<file path="src/rtl/imm_decode_stage.sv">
// imm_decode_stage
//   Decode-side pipeline stage feeding the immediate extender. It registers a
//   fetched RV32I instruction and its PC behind a valid/ready handshake. A
//   2-entry skid buffer (output register + skid register) gives 1 instr/cycle
//   with a registered in_ready_o. Immediate fields are slices of the registered
//   instruction, and ext_op is decoded on the incoming word and stored per entry.
//   All extender inputs therefore come straight from registers.
//
//   Optional feature macro: IMM_DECODE_ILLEGAL_EN
//     defined   : illegal_o flags unrecognised opcodes, stored per entry
//     undefined : illegal_o tied to 0, no extra state
//
// Ports
//   clk_i         clock, rising edge
//   rstn_i        asynchronous active-low reset
//   flush_i       synchronous kill of both entries; input offered this cycle is dropped
//   in_valid_i    fetch presents an instruction
//   in_ready_o    stage can accept (= !skid_valid)
//   in_inst_i     instruction word
//   in_pc_i       instruction address
//   out_valid_o   decoded entry available
//   out_ready_i   downstream consumes entry
//   out_inst_o    registered instruction word
//   out_pc_o      registered PC
//   iimm_shamt_o  inst[24:20]
//   iimm_o        inst[31:20]
//   simm_o        {inst[31:25], inst[11:7]}
//   bimm_o        {inst[31], inst[7], inst[30:25], inst[11:8]}
//   uimm_o        inst[31:12]
//   jimm_o        {inst[31], inst[19:12], inst[20], inst[30:21]}
//   ext_op_o      extender opcode
//   illegal_o     unrecognised opcode
module imm_decode_stage #(
    parameter int         PC_W     = 32,
    parameter logic [5:0] EXT_NONE = 6'b111111
) (
    input  logic            clk_i,
    input  logic            rstn_i,
    input  logic            flush_i,
    input  logic            in_valid_i,
    output logic            in_ready_o,
    input  logic [31:0]     in_inst_i,
    input  logic [PC_W-1:0] in_pc_i,
    output logic            out_valid_o,
    input  logic            out_ready_i,
    output logic [31:0]     out_inst_o,
    output logic [PC_W-1:0] out_pc_o,
    output logic [4:0]      iimm_shamt_o,
    output logic [11:0]     iimm_o,
    output logic [11:0]     simm_o,
    output logic [11:0]     bimm_o,
    output logic [19:0]     uimm_o,
    output logic [19:0]     jimm_o,
    output logic [5:0]      ext_op_o,
    output logic            illegal_o
);

    function automatic logic [5:0] decode_ext(input logic [31:0] inst);
        logic [5:0] op;
        unique case (inst[6:0])
            7'b0010011: op = (inst[14:12] == 3'b001 || inst[14:12] == 3'b101) ? 6'b000000 : 6'b000001;
            7'b0000011,
            7'b1100111: op = 6'b000001;
            7'b0100011: op = 6'b000010;
            7'b1100011: op = 6'b000011;
            7'b0110111,
            7'b0010111: op = 6'b000100;
            7'b1101111: op = 6'b000101;
            default:    op = EXT_NONE;
        endcase
        return op;
    endfunction

    logic            out_valid_q, out_valid_d;
    logic            skid_valid_q, skid_valid_d;
    logic [31:0]     out_inst_q, out_inst_d, skid_inst_q, skid_inst_d;
    logic [PC_W-1:0] out_pc_q, out_pc_d, skid_pc_q, skid_pc_d;
    logic [5:0]      out_ext_q, out_ext_d, skid_ext_q, skid_ext_d;
    logic            fire_in, fire_out;
    logic [5:0]      new_ext;

    assign in_ready_o = !skid_valid_q;
    assign fire_in    = in_valid_i & in_ready_o;
    assign fire_out   = out_valid_q & out_ready_i;
    assign new_ext    = decode_ext(in_inst_i);

    // flush dominates; otherwise an empty or draining output register refills
    // from skid first (preserves order), then from the input. Skid drain and
    // fire_in never coincide because in_ready is low while skid is full.
    always_comb begin
        out_valid_d  = out_valid_q;
        skid_valid_d = skid_valid_q;
        out_inst_d   = out_inst_q;
        out_pc_d     = out_pc_q;
        out_ext_d    = out_ext_q;
        skid_inst_d  = skid_inst_q;
        skid_pc_d    = skid_pc_q;
        skid_ext_d   = skid_ext_q;
        if (flush_i) begin
            out_valid_d  = 1'b0;
            skid_valid_d = 1'b0;
        end else if (!out_valid_q || fire_out) begin
            if (skid_valid_q) begin
                out_valid_d  = 1'b1;
                out_inst_d   = skid_inst_q;
                out_pc_d     = skid_pc_q;
                out_ext_d    = skid_ext_q;
                skid_valid_d = 1'b0;
            end else if (fire_in) begin
                out_valid_d  = 1'b1;
                out_inst_d   = in_inst_i;
                out_pc_d     = in_pc_i;
                out_ext_d    = new_ext;
            end else begin
                out_valid_d  = 1'b0;
            end
        end else if (fire_in) begin
            skid_valid_d = 1'b1;
            skid_inst_d  = in_inst_i;
            skid_pc_d    = in_pc_i;
            skid_ext_d   = new_ext;
        end
    end

    always_ff @(posedge clk_i or negedge rstn_i) begin
        if (!rstn_i) begin
            out_valid_q  <= 1'b0;
            skid_valid_q <= 1'b0;
            out_inst_q   <= '0;
            out_pc_q     <= '0;
            out_ext_q    <= EXT_NONE;
            skid_inst_q  <= '0;
            skid_pc_q    <= '0;
            skid_ext_q   <= EXT_NONE;
        end else begin
            out_valid_q  <= out_valid_d;
            skid_valid_q <= skid_valid_d;
            out_inst_q   <= out_inst_d;
            out_pc_q     <= out_pc_d;
            out_ext_q    <= out_ext_d;
            skid_inst_q  <= skid_inst_d;
            skid_pc_q    <= skid_pc_d;
            skid_ext_q   <= skid_ext_d;
        end
    end

`ifdef IMM_DECODE_ILLEGAL_EN
    function automatic logic decode_illegal(input logic [31:0] inst);
        logic ill;
        unique case (inst[6:0])
            7'b0010011, 7'b0000011, 7'b1100111, 7'b0100011, 7'b1100011,
            7'b0110111, 7'b0010111, 7'b1101111, 7'b0110011: ill = 1'b0;
            default:                                         ill = 1'b1;
        endcase
        return ill;
    endfunction

    logic out_ill_q, out_ill_d, skid_ill_q, skid_ill_d;

    // Follows exactly the same load decisions as the data registers above.
    always_comb begin
        out_ill_d  = out_ill_q;
        skid_ill_d = skid_ill_q;
        if (!flush_i) begin
            if (!out_valid_q || fire_out) begin
                if (skid_valid_q)  out_ill_d = skid_ill_q;
                else if (fire_in)  out_ill_d = decode_illegal(in_inst_i);
            end else if (fire_in) begin
                skid_ill_d = decode_illegal(in_inst_i);
            end
        end
    end

    always_ff @(posedge clk_i or negedge rstn_i) begin
        if (!rstn_i) begin
            out_ill_q  <= 1'b0;
            skid_ill_q <= 1'b0;
        end else begin
            out_ill_q  <= out_ill_d;
            skid_ill_q <= skid_ill_d;
        end
    end

    assign illegal_o = out_ill_q;
`else
    assign illegal_o = 1'b0;
`endif

    assign out_valid_o  = out_valid_q;
    assign out_inst_o   = out_inst_q;
    assign out_pc_o     = out_pc_q;
    assign ext_op_o     = out_ext_q;
    assign iimm_shamt_o = out_inst_q[24:20];
    assign iimm_o       = out_inst_q[31:20];
    assign simm_o       = {out_inst_q[31:25], out_inst_q[11:7]};
    assign bimm_o       = {out_inst_q[31], out_inst_q[7], out_inst_q[30:25], out_inst_q[11:8]};
    assign uimm_o       = out_inst_q[31:12];
    assign jimm_o       = {out_inst_q[31], out_inst_q[19:12], out_inst_q[20], out_inst_q[30:21]};

endmodule

</file>
<file path="config.mk">
export PLATFORM = sky130hd
export DESIGN_NAME = imm_decode_stage
export DESIGN_NICKNAME = d
export VERILOG_FILES = /design/src/rtl/imm_decode_stage.sv
export SDC_FILE = /design/constraint.sdc
export NUM_CORES = 1
export LEC_CHECK = 0
export BUFFER_PORTS_ARGS = -buffer_cell sky130_fd_sc_hd__buf_2
export CAP_MARGIN = 15
export CORE_MARGIN = 2
export CORE_UTILIZATION = 51
export CTS_CLUSTER_DIAMETER = 30
export DETAILED_ROUTE_END_ITERATION = 10
export PLACE_DENSITY = 0.91
export SYNTH_ARGS = -nofsm -noshare
export SYNTH_HDL_FRONTEND = slang
export SYNTH_SLANG_ARGS = --single-unit
</file>
<file path="constraint.sdc">
create_clock -name clk_i -period 2.4 [get_ports clk_i]
set_clock_uncertainty 0.2 [all_clocks]
set_input_delay 0.6 -clock clk_i [delete_from_list [all_inputs] [get_ports clk_i]]
set_output_delay 0.6 -clock clk_i [all_outputs]
set_load 0.03 [all_outputs]
</file>
==> run_results.csv <==
group,metric,value,unit
run_status,outcome,"completed",
synth,synth-main-ff-cell,"dfrtp_1",
die,core,12600,µm²
clock_network,cts_buffers,17,
cells_and_area,syn_to_final_growth,19.8,%
power_and_ir_drop,p_int,5.11,mW
power_and_ir_drop,seq_power_share,0.400,
synth,syn_area_per_cell,9.41,µm²
synth,synth_nets,763,
min_path,hold_start,"in_inst_i[18]",
die,die_h,117,µm
die,dieArea,13700,µm²
timing,setup_viol,0,
power_and_ir_drop,switching_share,0.335,
setup_path,max_stage_delay,0.61,ns
setup_path,path_max_fanout,17,
cells_and_area,layout.nets,895,
die,ios,223,
setup_path,critPathLaunchType,"register",
global_route,grt_pass1_wl,22900,µm
global_route,grt_pass1_vias,4749,
setup_path,path_cells,"inv_1, buf_2",
setup_path,r2r_start,"skid_valid_q$_DFFE_PN0P_",
synth,ys_top_cells_by_area,"dfrtp_1 50%, nand2_1 15%, mux2i_1 10%",
setup_path,cp-end-kind,"primary output",
global_route,grt_max_degree,61,
routing,top_layer,"met4",
timing,setup-tns-final,0,ns
routing,wire_per_inst,14.1,µm
global_route,grt-ovfl-total,0,
global_route,grt.total_usage,0.217,
synth,yosysUniqueCellTypes,33,
cells_and_area,fin_util,0.623,
power_and_ir_drop,irDropWorstVdd,0.488,mV
clock_network,ctsResizeCount,0,
synth,synth_warnings,0,
flow_run,drv_cap,0,
die,fp-row-count,41,
min_path,hp-class,"in -> reg",
routing,via_count,4992,
global_route,antenna_found_initial,0,
timing,post-route-period-util,0.921,
placed_design,post_dp_cell_area,7200,µm²
setup_path,cp_slowest_cell,"dfrtp_4",
power_and_ir_drop,p_leak,4.04,nW
die,initial_core_util,0.520,
synth,netlist_area,6530,µm²
setup_path,crit_type,"reg -> out",
min_path,holdPathEnd,"skid_inst_q[18]$_DFFE_PN0P_",
clock_network,htree_levels,4,
power_and_ir_drop,p_clk_frac,0.349,
clock_network,tritoncts,"built",
timing,rsz0062_at_grt,"no",
routing,first_pass_iters,4,
timing,timing.fmax,453,MHz
power_and_ir_drop,power_frac_comb,0.251,
clock_network,clkTransAtPathRegs,0.06,ns
placed_design,hpwl,9840,µm
timing,worst_pin_slew,0.511,ns
clock_network,root_buffer,"clkbuf_16",
synth,netlist.area_leader.share,0.498,
cells_and_area,drive_gt1_frac,0.332,
timing,hold_violations,0,
synth,synth-async-reset-ratio,1.00,
setup_path,crit_buf_inv,2,
timing,slew_violations,0,
setup_path,r2r_slack,0.49,ns
setup_path,crit_required,1.60,ns
setup_path,crit_family,"flip-flops",
min_path,holdPathStages,3,
routing,met2RoutedLength,7360,µm
routing,postRouteWirelength,14300,µm
routing,final_antenna_net_count,0,
cells_and_area,design_area,7830,µm²
setup_path,reg2reg_depth,5,
placed_design,portBuffers,221,
routing,m1WireLength,5860,µm
routing,drtIter0Drc,355,
setup_path,r2r-end,"out_pc_o[6]$_DFFE_PN0P_",
routing,via_per_inst,4.94,
timing,min_period,2.21,ns
power_and_ir_drop,p_per_area,983,nW/µm²
synth,synth_cells,694,
setup_path,arrival,1.41,ns
power_and_ir_drop,p_sw,2.58,mW
synth,synth_area_leader_cell,"dfrtp_1",
routing,drcViolationCount,0,
placed_design,place.gp.congestion,0.764,
synth,synth_edf_count,0,
clock_network,clk_latency,0.41,ns
cells_and_area,n_antenna_cell,0,
clock_network,cts.sinks,138,
die,die_w,117,µm
timing,slew_headroom,0.658,
synth,yosysSeqAreaShare,0.530,
clock_network,cts_buffer_depth,2,
synth,ys_ff_latch,138,
routing,wl_met3,794,µm
==> cell usage after synthesis, types with 3 or more instances <==
cell        n
nand3_1     3
nor2_1      4
buf_2      15
clkbuf_1   16
o21ai_0     6
buf_4      86
dfstp_2     8
nand2_1   263
mux2i_1    65
buf_6       4
nand2b_1    4
dfrtp_1   130
o21ai_1    64
==> layout make-up <==
cell class / count / area, µm²
multi-input combinational: 433 / 2250
sequential: 138 / 3470
clock buffer: 25 / 505
tap: 172 / 215
clock inverter: 6 / 110
inverter: 2 / 7.51
timing repair buffer: 234 / 1270
fill: 1009 / 4740
==> power by group through the flow <==
stage | Sequential, mW | Combinational (mW) | Clock [mW]
6_report | 3.08 | 1.93 | 2.68
5_1_grt | 3.15 | 2.13 | 2.86
4_1_cts | 3.08 | 1.95 | 2.74
3_5_place_dp | 3.11 | 1.95 | 0
3_3_place_gp | 3.08 | 1.89 | 0
2_1_floorplan | 3.42 | 1.26 | 0
==> worst min-delay path, cell delays in order <==
cell and delay (ns):
buf_2 0.09, nand2_1 0.04, nand2_1 0.04
==> timing repair <==
action	in CTS	in global routing
buffers inserted	0	0
endpoints found under the hold margin	28	0
hold buffers	1	0
==> how the worst max path moves through the flow <==
| stage | from | end | cells past startpoint |
|---|---|---|---|
| 2_1_floorplan | out_valid_o$_DFFE_PN0N_ | out_inst_o[25]$_DFFE_PN0P_ | 6 |
| 3_3_place_gp | in_inst_i[5] | ext_op_o[2]$_DFFE_PN1P_ | 5 |
| 3_5_place_dp | in_inst_i[5] | ext_op_o[2]$_DFFE_PN1P_ | 5 |
| 4_1_cts | skid_valid_q$_DFFE_PN0P_ | in_ready_o | 2 |
| 5_1_grt | skid_valid_q$_DFFE_PN0P_ | in_ready_o | 2 |
| 6_report | skid_valid_q$_DFFE_PN0P_ | in_ready_o | 2 |
==> layer usage <==
metal,global-route usage,up-vias
li1,-,2417
met1,0.263,2380
met2,0.369,175
met3,0.0654,20
met4,0.0800,0
met5,0,-
==> flip-flops by register name (all words and copies together) (netlist names) <==
register / cells
out_pc_o: 32
skid_valid_q: 1
out_inst_o: 32
ext_op_o: 4
skid_ext_q: 4
skid_pc_q: 32
out_valid_o: 1
skid_inst_q: 32
==> metrics by stage <==
| stage | setup WS [ns] | instances | power (mW) | hold slack, ns |
|---|---|---|---|---|
| after floorplan | 0.535 | 694 | 4.68 | 0.104 |
| after global placement | 0.351 | 978 | 4.98 | 0.256 |
| after detailed placement | 0.336 | 978 | 5.06 | 0.262 |
| after CTS | 0.165 | 1010 | 7.77 | 0.179 |
| after global routing | 0.122 | 1010 | 8.13 | 0.190 |
| final | 0.191 | 1010 | 7.69 | 0.194 |
==> placed cells by master (no fill, tap or decap), types with 2 or more instances in the layout <==
cell / Yosys / layout
nor2_1: 4 / 4
o21ai_1: 64 / 64
buf_12: 0 / 5
o211ai_1: 2 / 2
clkbuf_16: 0 / 17
mux2i_1: 65 / 65
clkbuf_1: 16 / 3
dfrtp_1: 130 / 129
a21oi_1: 2 / 2
o21ai_0: 6 / 6
clkinvlp_4: 0 / 2
inv_1: 2 / 2
nor3_1: 2 / 2
buf_2: 15 / 220
a31oi_1: 2 / 2
mux2_2: 2 / 2
buf_4: 86 / 7
clkbuf_8: 0 / 5
nand2_1: 263 / 263
nand2b_1: 4 / 4
dfstp_2: 8 / 8
bufinv_16: 0 / 3
nand3_1: 3 / 2
==> kinds of logic (layout without fill, tap and decap cells) <==
family / count (synthesis) / after routing / synth area share
buffers and inverters: 123 / 267 / 0.128
and+or+nand+nor: 285 / 285 / 0.171
other: 1 / 1 / 0.000574
DFF: 138 / 138 / 0.530
muxes: 67 / 67 / 0.103
AOI/OAI and AO/OA: 80 / 80 / 0.0674
(Power assumes the default switching activity.)
